$ cat src/rtl/rip_fifo_pkg.sv
// Shared helpers for the rip_fifo_stream FIFO.
//   cnt_width(depth) : bits needed to hold an occupancy of 0..depth
//   ptr_width(depth) : bits needed for an index 0..depth-1 (at least 1)
//   params_ok(...)   : legality of the FIFO parameter set, checked at elaboration
package rip_fifo_pkg;

    function automatic int cnt_width(input int depth);
        return $clog2(depth + 1);
    endfunction

    function automatic int ptr_width(input int depth);
        return ($clog2(depth) < 1) ? 1 : $clog2(depth);
    endfunction

    function automatic bit params_ok(input int data_width, input int depth,
                                     input int afull_thresh, input int aempty_thresh);
        return (data_width >= 1) && (depth >= 2) &&
               (afull_thresh >= 0) && (afull_thresh <= depth) &&
               (aempty_thresh >= 0) && (aempty_thresh <= depth - 1);
    endfunction

endpackage

$ cat src/rtl/rip_fifo_ptr.sv
// Wrap-around index counter, 0..DEPTH-1, for any DEPTH (explicit compare
// against the last index, no power-of-two masking).
//   clk : clock
//   rst : synchronous active-high reset (index to 0)
//   clr : synchronous clear (index to 0), has priority over inc
//   inc : advance the index by one, wrapping after DEPTH-1
//   idx : current index
module rip_fifo_ptr
    import rip_fifo_pkg::*;
#(
    parameter int DEPTH = 4,
    localparam int PW   = ptr_width(DEPTH)
) (
    input  logic          clk,
    input  logic          rst,
    input  logic          clr,
    input  logic          inc,
    output logic [PW-1:0] idx
);

    localparam logic [PW-1:0] LAST_IDX = PW'(DEPTH - 1);

    logic [PW-1:0] idx_reg;

    always_ff @(posedge clk) begin
        if (rst || clr) begin
            idx_reg <= '0;
        end else if (inc) begin
            idx_reg <= (idx_reg == LAST_IDX) ? '0 : idx_reg + 1'b1;
        end
    end

    assign idx = idx_reg;

endmodule

$ cat src/rtl/rip_fifo_stream.sv
// Synchronous FIFO with valid/ready on both sides and a registered
// first-word-fall-through output. The oldest word always lives in the output
// register; the remaining (up to DEPTH-1) words live in an inferred array
// with a registered read into that output register.
//   clk, rst      : clock, synchronous active-high reset
//   flush         : synchronous clear of occupancy (r_data and array kept)
//   w_valid/w_ready/w_data : write handshake
//   r_valid/r_ready/r_data : read handshake, r_data is a register
//   count         : words held, including the output register
//   almost_full   : count >= AFULL_THRESH
//   almost_empty  : count <= AEMPTY_THRESH
//   overflow      : sticky, write attempted while w_ready=0 (not during flush)
module rip_fifo_stream
    import rip_fifo_pkg::*;
#(
    parameter int DATA_WIDTH    = 32,
    parameter int DEPTH         = 16,
    parameter int AFULL_THRESH  = DEPTH - 2,
    parameter int AEMPTY_THRESH = 1,
    localparam int CNT_W        = cnt_width(DEPTH)
) (
    input  logic                  clk,
    input  logic                  rst,
    input  logic                  flush,
    input  logic                  w_valid,
    output logic                  w_ready,
    input  logic [DATA_WIDTH-1:0] w_data,
    output logic                  r_valid,
    input  logic                  r_ready,
    output logic [DATA_WIDTH-1:0] r_data,
    output logic [CNT_W-1:0]      count,
    output logic                  almost_full,
    output logic                  almost_empty,
    output logic                  overflow
);

    localparam int MEM_DEPTH = DEPTH - 1;
    localparam int PW        = ptr_width(MEM_DEPTH);

    localparam logic [CNT_W-1:0] DEPTH_C = CNT_W'(DEPTH);
    localparam logic [CNT_W-1:0] AF_C    = CNT_W'(AFULL_THRESH);
    localparam logic [CNT_W-1:0] AE_C    = CNT_W'(AEMPTY_THRESH);
    localparam logic [CNT_W-1:0] ONE_C   = CNT_W'(1);

    if (!params_ok(DATA_WIDTH, DEPTH, AFULL_THRESH, AEMPTY_THRESH)) begin : g_bad_params
        $error("rip_fifo_stream: illegal parameter set");
    end

    logic [CNT_W-1:0]      count_reg;
    logic [CNT_W-1:0]      count_next;
    logic [DATA_WIDTH-1:0] r_data_reg;
    logic                  overflow_reg;
    logic [DATA_WIDTH-1:0] mem [MEM_DEPTH];

    logic          wfire;
    logic          rfire;
    logic          load_out;
    logic          mem_empty;
    logic          out_from_mem;
    logic          out_from_in;
    logic          mem_wr;
    logic [PW-1:0] rd_idx;
    logic [PW-1:0] wr_idx;

    // Handshake decode: everything depends on registered count plus flush.
    assign w_ready  = (count_reg != DEPTH_C) && !flush;
    assign r_valid  = (count_reg != '0);
    assign wfire    = w_valid && w_ready;
    assign rfire    = r_valid && r_ready && !flush;

    // The output register takes a new word when it is empty or being consumed.
    // If the array holds something, the next-oldest comes from the array;
    // otherwise an incoming write lands directly in the output register.
    assign load_out     = !r_valid || rfire;
    assign mem_empty    = (count_reg <= ONE_C);
    assign out_from_mem = load_out && !mem_empty;
    assign out_from_in  = load_out && mem_empty && wfire;
    assign mem_wr       = wfire && !out_from_in;

    rip_fifo_ptr #(.DEPTH(MEM_DEPTH)) u_rd_ptr (
        .clk (clk),
        .rst (rst),
        .clr (flush),
        .inc (out_from_mem),
        .idx (rd_idx)
    );

    rip_fifo_ptr #(.DEPTH(MEM_DEPTH)) u_wr_ptr (
        .clk (clk),
        .rst (rst),
        .clr (flush),
        .inc (mem_wr),
        .idx (wr_idx)
    );

    always_comb begin
        count_next = count_reg;
        case ({wfire, rfire})
            2'b10:   count_next = count_reg + ONE_C;
            2'b01:   count_next = count_reg - ONE_C;
            default: count_next = count_reg;
        endcase
    end

    // Array has no reset so it maps onto block RAM.
    always_ff @(posedge clk) begin
        if (mem_wr) begin
            mem[wr_idx] <= w_data;
        end
    end

    always_ff @(posedge clk) begin
        if (rst) begin
            r_data_reg <= '0;
        end else if (out_from_mem) begin
            r_data_reg <= mem[rd_idx];
        end else if (out_from_in) begin
            r_data_reg <= w_data;
        end
    end

    always_ff @(posedge clk) begin
        if (rst || flush) begin
            count_reg    <= '0;
            overflow_reg <= 1'b0;
        end else begin
            count_reg <= count_next;
            if (w_valid && !w_ready) begin
                overflow_reg <= 1'b1;
            end
        end
    end

    always_ff @(posedge clk) begin
        if (!rst) begin
            assert (count_reg <= DEPTH_C)
                else $error("rip_fifo_stream: count %0d exceeds depth", count_reg);
        end
    end

    assign r_data       = r_data_reg;
    assign count        = count_reg;
    assign overflow     = overflow_reg;
    assign almost_full  = (count_reg >= AF_C);
    assign almost_empty = (count_reg <= AE_C);

endmodule
$ cat config.mk
export PLATFORM = sky130hd
export DESIGN_NAME = rip_fifo_stream
export DESIGN_NICKNAME = d
export VERILOG_FILES = /design/src/rtl/rip_fifo_pkg.sv /design/src/rtl/rip_fifo_ptr.sv /design/src/rtl/rip_fifo_stream.sv
export SDC_FILE = /design/constraint.sdc
export NUM_CORES = 1
export LEC_CHECK = 0
export CAP_MARGIN = 5
export CORE_MARGIN = 3
export CORE_UTILIZATION = 35
export DETAILED_ROUTE_END_ITERATION = 8
export PLACE_DENSITY = 0.55
export SYNTH_ARGS = -nofsm -noshare
export SYNTH_HDL_FRONTEND = slang
export SYNTH_SLANG_ARGS = --single-unit
$ cat constraint.sdc
create_clock -name clk -period 5.7 [get_ports clk]
set_input_delay 1.14 -clock clk [delete_from_list [all_inputs] [get_ports clk]]
set_output_delay 1.14 -clock clk [all_outputs]
set_load 0.005 [all_outputs]
# Word level (Yosys, flattened, before mapping)
# Memories as Yosys holds them, arrays and structs flattened. A register that Yosys moved wholly into a read port is not among the register bits.
# Index checks and enable logic that the tools add are counted.
[classes]
bitwise_logic = 0
multipliers = 0
n_reduce_logical = 19
div = 0
n_mux = 9
n_shift = 0
eq_ne = 5
order_cmp = 2
addsub = 4
[op_table]
columns = ["op", "n"]
rows = [
  ["$mux W32", 2],
  ["$mux W4", 4],
  ["$pmux W5 S2", 1],
  ["$logic_and A1 B1 Y1", 9],
  ["$add A4 B1 Y4 const B", 2],
  ["$eq A4 B4 Y1 const B", 2],
  ["$add A5 B1 Y5 const B", 1],
  ["$ge A5 B4 Y1 const B", 1],
  ["$le A5 B1 Y1 const B", 1],
  ["$logic_not A1 Y1", 5],
  ["$ne A5 B5 Y1 const B", 1],
  ["$reduce_bool A5 Y1", 1],
  ["$sub A5 B1 Y5 const B", 1],
  ["$reduce_bool A2 Y1", 2],
  ["$eq A2 B1 Y1 const B", 1],
  ["$eq A2 B2 Y1 const B", 1],
  ["$logic_or A1 B1 Y1", 2],
  ["$mux W1", 2],
]
[word_totals]
inputBits = 37
ram_bits = 480
word_cells = 45
ff_bits = 46
latch_bits = 0
romBits = 0
memories = 1
[mem_list]
columns = ["memory", "depth", "width", "read_ports", "rd_ports_with_merged_regs", "write_ports", "line", "source"]
rows = [
  ["mem", 15, 32, 1, 1, 1, "rip_fifo_stream.sv:53", "logic [DATA_WIDTH-1:0] mem [MEM_DEPTH];"],
]

# Longest topological paths before layout
# Gate-level depths: netlist (run 1).
[logic_depth]
ltp_word = 10
mapped_depth = 10
depth_no_buf = 9

# Hierarchy
# From an unflattened synthesis (run 1), not the netlist that was laid out.
[hier_totals]
cells_unflattened = 1106
area_unflattened_um2 = 20627.3
[modules_own_cells]
columns = ["mod", "cells_per_inst", "instances", "area_per_inst_um2"]
rows = [
  ["rip_fifo_stream", 1064, 1, 20256.9],
  ["rip_fifo_ptr", 21, 2, 185.2],
]

# Worst setup path before layout (run 1)
# Ideal clock, no wire load.
[synth_timing]
kind = "input -> register"
startpoint = "input w_valid"
endpoint = "memory mem[0][0], enable pin"
arrival_time_ns = 5.284
setup_time_ns = 0.513
n_path_buf = 1
path_slack_ns = -0.096
cell_stages = 5
path_cell_list = "inv_1 -> a311oi_2 -> o21ai_1 -> buf_2 -> nor4b_1"
[synth_between]
elab_chain_len = 6
[synth_rtl]
columns = ["item", "line", "source"]
rows = [
  ["start: declaration", "rip_fifo_stream.sv:25", "input logic w_valid,"],
  ["$logic_and A1 B1 Y1 *", "rip_fifo_stream.sv:68", "assign wfire = w_valid && w_ready;"],
  ["$logic_and A1 B1 Y1", "rip_fifo_stream.sv:77", "assign out_from_in = load_out && mem_empty && wfire;"],
  ["$logic_not A1 Y1", "rip_fifo_stream.sv:78", "assign mem_wr = wfire && !out_from_in;"],
  ["$logic_and A1 B1 Y1 *", "rip_fifo_stream.sv:78", ""],
  ["$mux W1 *", "rip_fifo_stream.sv:107", "if (mem_wr) begin"],
  ["$mux W1 (not written as such) *", "rip_fifo_stream.sv:108", "mem[wr_idx] <= w_data;"],
  ["end: declaration", "rip_fifo_stream.sv:53", ""],
]
# Every way passes the cells marked *; elsewhere a longest branch is shown, timed or not.

# Final worst setup path (run 1)
[layout_timing]
startpoint = "input w_valid"
endpoint = "memory mem[11][26], enable pin"
# Same word-level chain as after synthesis.

==> run metrics, run 1 <==
run status finished clean; routed wire length 48280 um; clk sinks between 500 and 600; max_cap viols 0; first-pass GRT wire length 72320 um; port buffer count slightly below 80; Vias per Instance 5.243; final hold vios 0; sw power between 1.5 and 2 mW; DRT iter0 DRCs 922; Clock power frac 43.5%; GPL Wtd Cong just under 0.8; number of hold buffers added after cts 0; area grow syn2layout 17.32%; die area 61820 um^2; grt ovf 0; CP Class input pin to register; Worst EP arrival roughly 4000 ps; DRT Pass-1 Iters 5; fin crit period ~3800 ps; number of flops mapped to enable cells by yosys 480; Mapped Cells 1145; CP required 5910 ps; die width 248.6 um; antenna violations before repair 3; Final setup viols 0; GRT Util Overall 15.46%; sequential fraction of the synthesis area 74.80%; H-tree depth 2; PD cells 338.5 nW/um^2; CTS resizes 0; internal power between 6 and 7 mW; unrepaired setup endpoints after global routing no; Gate power share 4.1%; Mean Syn Cell Area 18.00 um^2; Nets between 1k and 1.5k; Area contributors post-synth edfxtp_1 (70%), mux4_2 (7.8%), dfxtp_1 (4.9%); CTS Buf Count 55; clk slew on worst S/H paths 60 ps; Clk Latency, worst-skew pair 600 ps; CP startpoint kind input pin; Synth Cell Area 20610 um^2; Yosys cell types 49; CTS tree built; Slew Viols, Final 0; sw frac 20.36%; maximum root-to-sink buffer count 3; Max transition margin between 20% and 30%; final core occ 41.66%; Net Count, Synth approximately 1.2k; initial core utilization 35.51%; maximum operating frequency approximately 260 MHz; Syn. warnings 0; Row Count between 80 and 90; period utilization roughly 67%; fraction of layout cells with a size suffix above 1 17.24%; Die H around 250 um; core box area 58030 um^2; Area after DPL 22360 um^2; register bit total from synthesis 530; Setup Skew 21.47 ps; CP endpoint kind register; Routed WL per cell 23.64 um; DRC violations left 0; VDD IR max 0.0002763 V; Flop pwr share a little over half; CTS root buf clkbuf_16; Async SR Flop Fraction 0%; largest net degree at the start of global routing 59; Setup TNS Final 0 ps; top cell type's share of synthesized area 69.95%; fin area 24180 um^2; area leader, netlist edfxtp_1; I/O Pins 79; vias in the first global route 11.05k; Vias around 11k; dpl hpwl roughly 28000 um; Worst Tran Pin Value around 1200 ps; Crit Path Max Fanout 32; number of flip-flops in the largest register 480; Pleak 7.328 nW; Post-synth top flop edfxtp_1; antenna viol nets, final 0; post-CTS setup buffer count 0; HP Class register to register
[cell type report]
type	instances	area, um^2
fill	5090	33850
multi-input combinational	531	4933
sequential	530	15430
tap	765	957.2
antenna	1	2.502
clock buffer	77	1572
timing repair buffer	104	1001
clock inverter	23	241.5
inverter	11	41.29
[power by group through the flow]
stage / Clock (mW) / Combinational [mW] / Sequential (mW)
floorplan: 0 / 0.152 / 4.37
global placement: 0 / 0.335 / 4.37
detailed placement: 0 / 0.338 / 4.37
CTS: 3.65 / 0.340 / 4.29
global route: 3.80 / 0.364 / 4.29
finish: 3.56 / 0.333 / 4.29
[critical path, cell delays in order]
cell             delay, ps
clkdlybuf4s50_1        450
inv_1                   60
a311oi_2               220
buf_4                  260
o21ai_1                330
or3_1                  590
nor2_4                 910
[per-layer routing]
layer  vias up  global-route usage, %  wire, um
met5         -                      0         0
met4         0                  5.553      1388
met3        85                  2.019      1882
met2       278                  25.43     23200
met1      5522                  21.16     21810
li1       4821                      -         -
[worst paths after layout]
check / startpoint / to / slack, ps / cells past startpoint
setup / recovery: w_valid / mem[11][26] / 1900 / 7
hold / removal: r_data[27] / r_data[27] / 460 / 2
setup reg to reg: count[1] / mem[11][26] / 1930 / 7
hold reg to reg: r_data[27] / r_data[27] / 460 / 2
[cell usage after synthesis (2+ instances only)]
library cell,instances
nand2b_1,9
o2111ai_1,2
nor4_1,3
a21oi_1,23
nand3b_1,3
o211ai_1,7
ha_1,6
xor2_1,2
a22oi_1,22
xnor2_1,2
nand2_1,30
edfxtp_1,480
mux2i_1,97
o32ai_1,6
a31oi_1,2
or3_1,4
mux4_2,71
mux2_2,8
dfxtp_1,50
a22o_1,11
buf_6,3
buf_1,6
a21o_1,21
nand4_1,5
o21ai_1,2
clkbuf_1,41
buf_2,23
o31ai_1,4
nor2_1,35
nor2b_1,8
nand4b_1,3
inv_1,11
o22ai_1,54
nor3_1,24
nand3_1,6
or2_2,4
o21ai_0,36
or3b_2,2
a211oi_1,9
[logic make-up after synthesis]
| family | synth area share (%) |
|---|---|
| fa+ha+maj | 0.3643 |
| flops | 74.80 |
| xor+xnor | 0.1700 |
| compound gates | 6.442 |
| mux | 12.91 |
| buf+inv | 1.779 |
| simple gates | 3.534 |
[layout by cell type (no fill, tap or decap), types with 23 or more instances in the layout]
master / n
mux4_2: 71
nand2_1: 30
o22ai_1: 54
buf_4: 24
nor2_1: 28
o21ai_0: 36
clkbuf_16: 57
a21oi_1: 23
clkdlybuf4s50_1: 78
edfxtp_1: 480
mux2i_1: 97
dfxtp_1: 46
[metrics by stage]
stage / std cells / hold slack, ps / setup WS, ps / power, mW
after detailed placement: 1941 / 453.4 / 1229 / 4.712
final: 2042 / 463.7 / 1899 / 8.183
after global routing: 2042 / 485.1 / 1572 / 8.459
after floorplan: 1145 / 448.9 / 167.7 / 4.519
after global placement: 1941 / 453.8 / 1278 / 4.709
after CTS: 2041 / 465.4 / 1839 / 8.278
(Power assumes the default switching activity.)
==> run 2: changes to the inputs <==
PLACE_DENSITY = 0.53   (was 0.55)
clock period = 3.5 ns   (was 5.7 ns; I/O delays follow)
==> run metrics, run 2 (synthesis gave the netlist of run 1 again) <==
crit-path most repeated cell inv_1; maximum operating frequency approximately 320 MHz; reg-to-reg endpoint mem[13][22]; clk slew on worst S/H paths 60 ps (about the same); PD cells 537.2 nW/um^2 (+59%); period utilization between 90% and 100%; die width 248.6 um (unchanged); post-CTS setup buffer count 0 (unchanged); critical hold path startpoint overflow; Die H 248.6 um (unchanged); H-tree depth 2 (unchanged); CTS root buf clkbuf_16; first-pass GRT wire length 74640 um (+3.2%); routed wire length 49220 um (+1.9%); DRT Pass-1 Iters 5 (unchanged); leading cell type in the layout, fill and taps excluded edfxtp_1; CP endpoint kind output pin; CP startpoint kind register; unrepaired setup endpoints after global routing no; Setup WS post-layout 341.6 ps (-1557 ps); Vias 10.91k (+1.9%); HP Class register to register; pre-CTS setup slack 319.0 ps (-909.5 ps); most frequent cells in the layout edfxtp_1 (480), mux2i_1 (97), clkdlybuf4s50_1 (78), mux4_2 (71), clkbuf_16 (55); Vias per Instance 5.276 (+0.64%); Critical Path Source count[1]; met2 WL 23590 um (+1.7%); CP required 2800 ps (-3110 ps); Crit Path Max Fanout 17 (-47%); dpl hpwl 29530 um (+5.8%); grt ovf 0 (unchanged); M1 WL 22750 um (+4.3%); antenna viol nets, final 0 (unchanged); vias in the first global route 11.35k (+2.7%); Worst EP arrival 2460 ps (-1550 ps); Nets 1300 (+1.9%); DP Cell Count 1965 (+1.2%); Slowest-stage cell, CP clkdlybuf4s50_1; Crit path largest cell delay 470 ps (-440 ps); clk sinks 530 (unchanged); die area 61820 um^2 (unchanged); Worst Tran Pin Value 913.1 ps (-256.1 ps); top sig layer met4; n_diodes 0 (-1); Setup Skew 16.74 ps (-4.732 ps); WHS Path Cells 2 (unchanged); GPL Wtd Cong 0.7785 (-0.14%); run status finished clean; CP cell instances inv_1 > ha_1 > o21bai_1 > nand2_2 > inv_1 > clkdlybuf4s50_1; largest net degree at the start of global routing 51 (-14%); fraction of layout cells with a size suffix above 1 18.82% (+1.6 points); final hold vios 0 (unchanged); DRT iter0 DRCs 746 (-19%); Pleak 7.460 nW (+1.8%); I/O Pins 79 (unchanged); Routed WL per cell 23.81 um (+0.70%); number of flip-flops in the largest register 480 (unchanged); initial core utilization 35.51% (unchanged); Slew Viols, Final 0 (unchanged); CTS Buf Count 55 (unchanged); cells on worst reg2reg path 7 (unchanged); Row Count 88 (unchanged); core box area 58030 um^2 (unchanged); R2R Path Start count[0]; met3 routed WL 1872 um (-0.53%); CP Class register to output pin; Max transition margin 38.94% (+17 points); antenna violations before repair 0 (-3); CTS tree built; max_cap viols 0 (unchanged); DRC violations left 0 (unchanged); area grow syn2layout 18.87%; R2R Setup Slk 680 ps (-1250 ps); hold-critical path endpoint overflow; port buffer count 78 (unchanged); Final setup viols 0 (unchanged); VDD IR max 0.0003592 V (+30%); fin crit period 3158 ps; maximum root-to-sink buffer count 3 (unchanged); GRT Util Overall 15.94% (+0.48 points); non-filler cells, final 2067 (+1.2%); Clk Latency, worst-skew pair 590 ps (about the same)
## run 2: timing repair
item,in CTS,in global routing
endpoints found under the hold margin,0,0
hold buffers,0,0
setup endpoints to repair,0,1
gates resized for setup,0,1
## run 2: how the worst max path moves through the flow
| stage | endpoint | slack [ps] | cells past startpoint |
|---|---|---|---|
| 3_5_place_dp | mem[13][27] | 320 | 7 |
| 2_1_floorplan | mem[13][0] | -70 | 6 |
| 5_1_grt | almost_empty | 170 | 6 |
| 3_3_place_gp | mem[13][25] | 350 | 7 |
| 4_1_cts | almost_empty | 80 | 6 |
| 6_report | almost_empty | 340 | 6 |
## run 2: where the power goes
group          switching (mW)  internal [mW]
registers              0.0332           6.95
logic                   0.319          0.249
clock network            2.36           3.25
## run 2: critical path, delay by kind of cell, from the launching register on
| kind | cells | cell delay, ps |
|---|---|---|
| compound gates | 1 | 180 |
| simple gates | 1 | 290 |
| flops | 1 | 460 |
| buf+inv | 3 | 750 |
| fa+ha+maj | 1 | 190 |
## run 2: metal layers
layer	GRT usage, %	vias up
met2	25.88	235
met3	2.207	71
li1	-	4872
met5	0	-
met1	22.62	5728
met4	4.285	0
## run 2: final cells by class
| type | instances | area [um^2] |
|---|---|---|
| Clock inverter | 37 | 281.5 |
| Tap cell | 765 | 957.2 |
| Multi-Input combinational cell | 531 | 4979 |
| Sequential cell | 530 | 15430 |
| Clock buffer | 65 | 1454 |
| Inverter | 11 | 41.29 |
| Fill cell | 5080 | 33530 |
| Timing Repair Buffer | 128 | 1356 |
## run 2: stage by stage
stage                     power (mW)  setup TNS [ps]  hold slack (ps)  util, %  area [um^2]
final                          13.16               0            481.6    42.22        24500
after global routing           13.62               0            503.7    42.22        24500
after CTS                      13.32               0            484.7    42.21        24490
after detailed placement       7.696               0            465.9    39.22        22760
after global placement         7.691               0            467.6    39.22        22760
after floorplan                7.361           -6178            448.9        -        20690
==> run 3: changes to the inputs <==
CORE_UTILIZATION = 55   (was 35)
PLACE_DENSITY = 0.75   (was 0.53)
==> run metrics, run 3 (synthesis gave the netlist of run 1 again) <==
Final setup viols 0 (unchanged); CTS tree built; sw power 2.603 mW (-4.1%); GPL Wtd Cong 0.8259 (+6.1%); period utilization 89.42% (-0.82 points); CP startpoint kind register; GRT Util Overall 23.16% (+7.2 points); number of flip-flops in the largest register 480 (unchanged); Gate power share 4.2% (about the same); final hold vios 0 (unchanged); Pleak 7.416 nW (-0.58%); clk slew on worst S/H paths 60 ps (about the same); CTS root buf clkbuf_16; Setup WS post-layout 370.3 ps (+28.65 ps); Setup TNS Final 0 ps (unchanged); post-CTS setup buffer count 0 (unchanged); Vias 10.93k (+0.18%); die area 39830 um^2 (-36%); Flop pwr share 52.8% (-0.3 points); multi-input combinational cell area 4976 um^2 (about the same); I/O Pins 79 (unchanged); number of hold buffers added after cts 0 (unchanged); area grow syn2layout 16.61%; fraction of layout cells with a size suffix above 1 17.67% (-1.1 points); vias in the first global route 11.15k (-1.8%); CTS Buf Count 51 (-7.3%); Worst Tran Pin Value 1074 ps (+161.4 ps); R2R Setup Slk 720 ps (+40 ps); register area 15430 um^2 (unchanged); Vias per Instance 6.215 (+18%); VDD IR max 0.0003947 V (+9.9%); DRT Pass-1 Iters 5 (unchanged); final core occ 65.32% (+23 points); pre-CTS setup slack 402.4 ps (+83.35 ps); H-tree depth 2 (unchanged); fin crit period 3130 ps (-28.65 ps); fin area 24030 um^2 (-1.9%); Clock power frac 43.0% (+0.4 points); sw frac 19.68% (-0.95 points); Worst EP arrival 2430 ps (-30 ps); Nets 1292 (-0.62%); most frequent cells in the layout edfxtp_1 (480), mux2i_1 (97), clkdlybuf4s50_1 (78), mux4_2 (71); run status finished clean; CP endpoint kind output pin; antenna violations before repair 0 (unchanged); dpl hpwl 27250 um (-7.7%); DRC violations left 0 (unchanged); maximum operating frequency 319.5 MHz (+0.92%); Area after DPL 22270 um^2 (-2.1%); Clk Latency, worst-skew pair 570 ps (-20 ps); leading cell type in the layout, fill and taps excluded edfxtp_1; largest net degree at the start of global routing 62 (+22%); Max transition margin 28.37% (-11 points); filler cell count 2473 (-51%); routed wire length 45000 um (-8.6%); CP required 2800 ps (about the same); Routed WL per cell 25.60 um (+7.5%); max_cap viols 0 (unchanged); Row Count 70 (-20%); core box area 36790 um^2 (-37%); PD cells 550.6 nW/um^2 (+2.5%); internal power 10.63 mW (+1.7%); port buffer count 78 (unchanged); initial core utilization 56.02% (+21 points); HP Class register to register; CP Class register to output pin; Slew Viols, Final 0 (unchanged); DRT iter0 DRCs 1096 (+47%); maximum root-to-sink buffer count 3 (unchanged); Setup Skew 14.10 ps (-2.647 ps); n_diodes 0 (unchanged); grt ovf 0 (unchanged); first-pass GRT wire length 68630 um (-8.1%); Die H 199.6 um (-20%); Crit Path Max Fanout 10 (-7); CTS resizes 0 (unchanged); die width 199.6 um (-20%); clk sinks 530 (unchanged); antenna viol nets, final 0 (unchanged); unrepaired setup endpoints after global routing no
[run 3: metal layers]
metal  GRT usage, %  vias to the layer above  part of all wire [%]
met2          39.85                      422                    51
met5              0                        -                     0
met1          31.18                     5596                    40
li1               -                     4833                     -
met4          6.487                        0                   2.5
met3          3.659                       75                   6.0
[run 3: layout make-up]
cell class                 instances  share of cell area [%]
sequential                       530                   64.20
multi-input combinational        531                   20.71
clock buffer                      71                   6.097
timing repair buffer             124                   5.155
tap                              468                   2.437
clock inverter                    23                   1.229
inverter                          11                  0.1718
[run 3: path summary, 6_finish.rpt]
kind,startpoint,endpoint,cells after the start
worst max-delay path,count[1],almost_empty,6
worst min-delay path,r_data[22],r_data[22],2
worst max register to register,count[0],mem[8][6],8
worst min register to register,r_data[22],r_data[22],2
[run 3: through the flow]
step                power (mW)  instances  hold slack [ps]
finish                   13.23       1758            462.3
global placement         7.663       1664            461.4
global route             13.62       1758            491.6
detailed placement       7.674       1664            456.2
floorplan                7.361       1145            448.9
CTS                      13.31       1758            464.8
[run 3: power by group through the flow]
stage / logic [mW] / registers [mW] / clock network (mW)
finish: 0.552 / 6.99 / 5.69
global route: 0.597 / 6.99 / 6.03
CTS: 0.556 / 6.99 / 5.77
detailed placement: 0.553 / 7.12 / 0
global placement: 0.544 / 7.12 / 0
floorplan: 0.249 / 7.11 / 0
[run 3: critical path, cell delays in order (launching register included)]
cell             delay [ps]
dfxtp_1                 450
inv_1                   130
ha_1                    190
o21bai_1                170
nand2_1                 290
inv_1                   140
clkdlybuf4s50_1         500
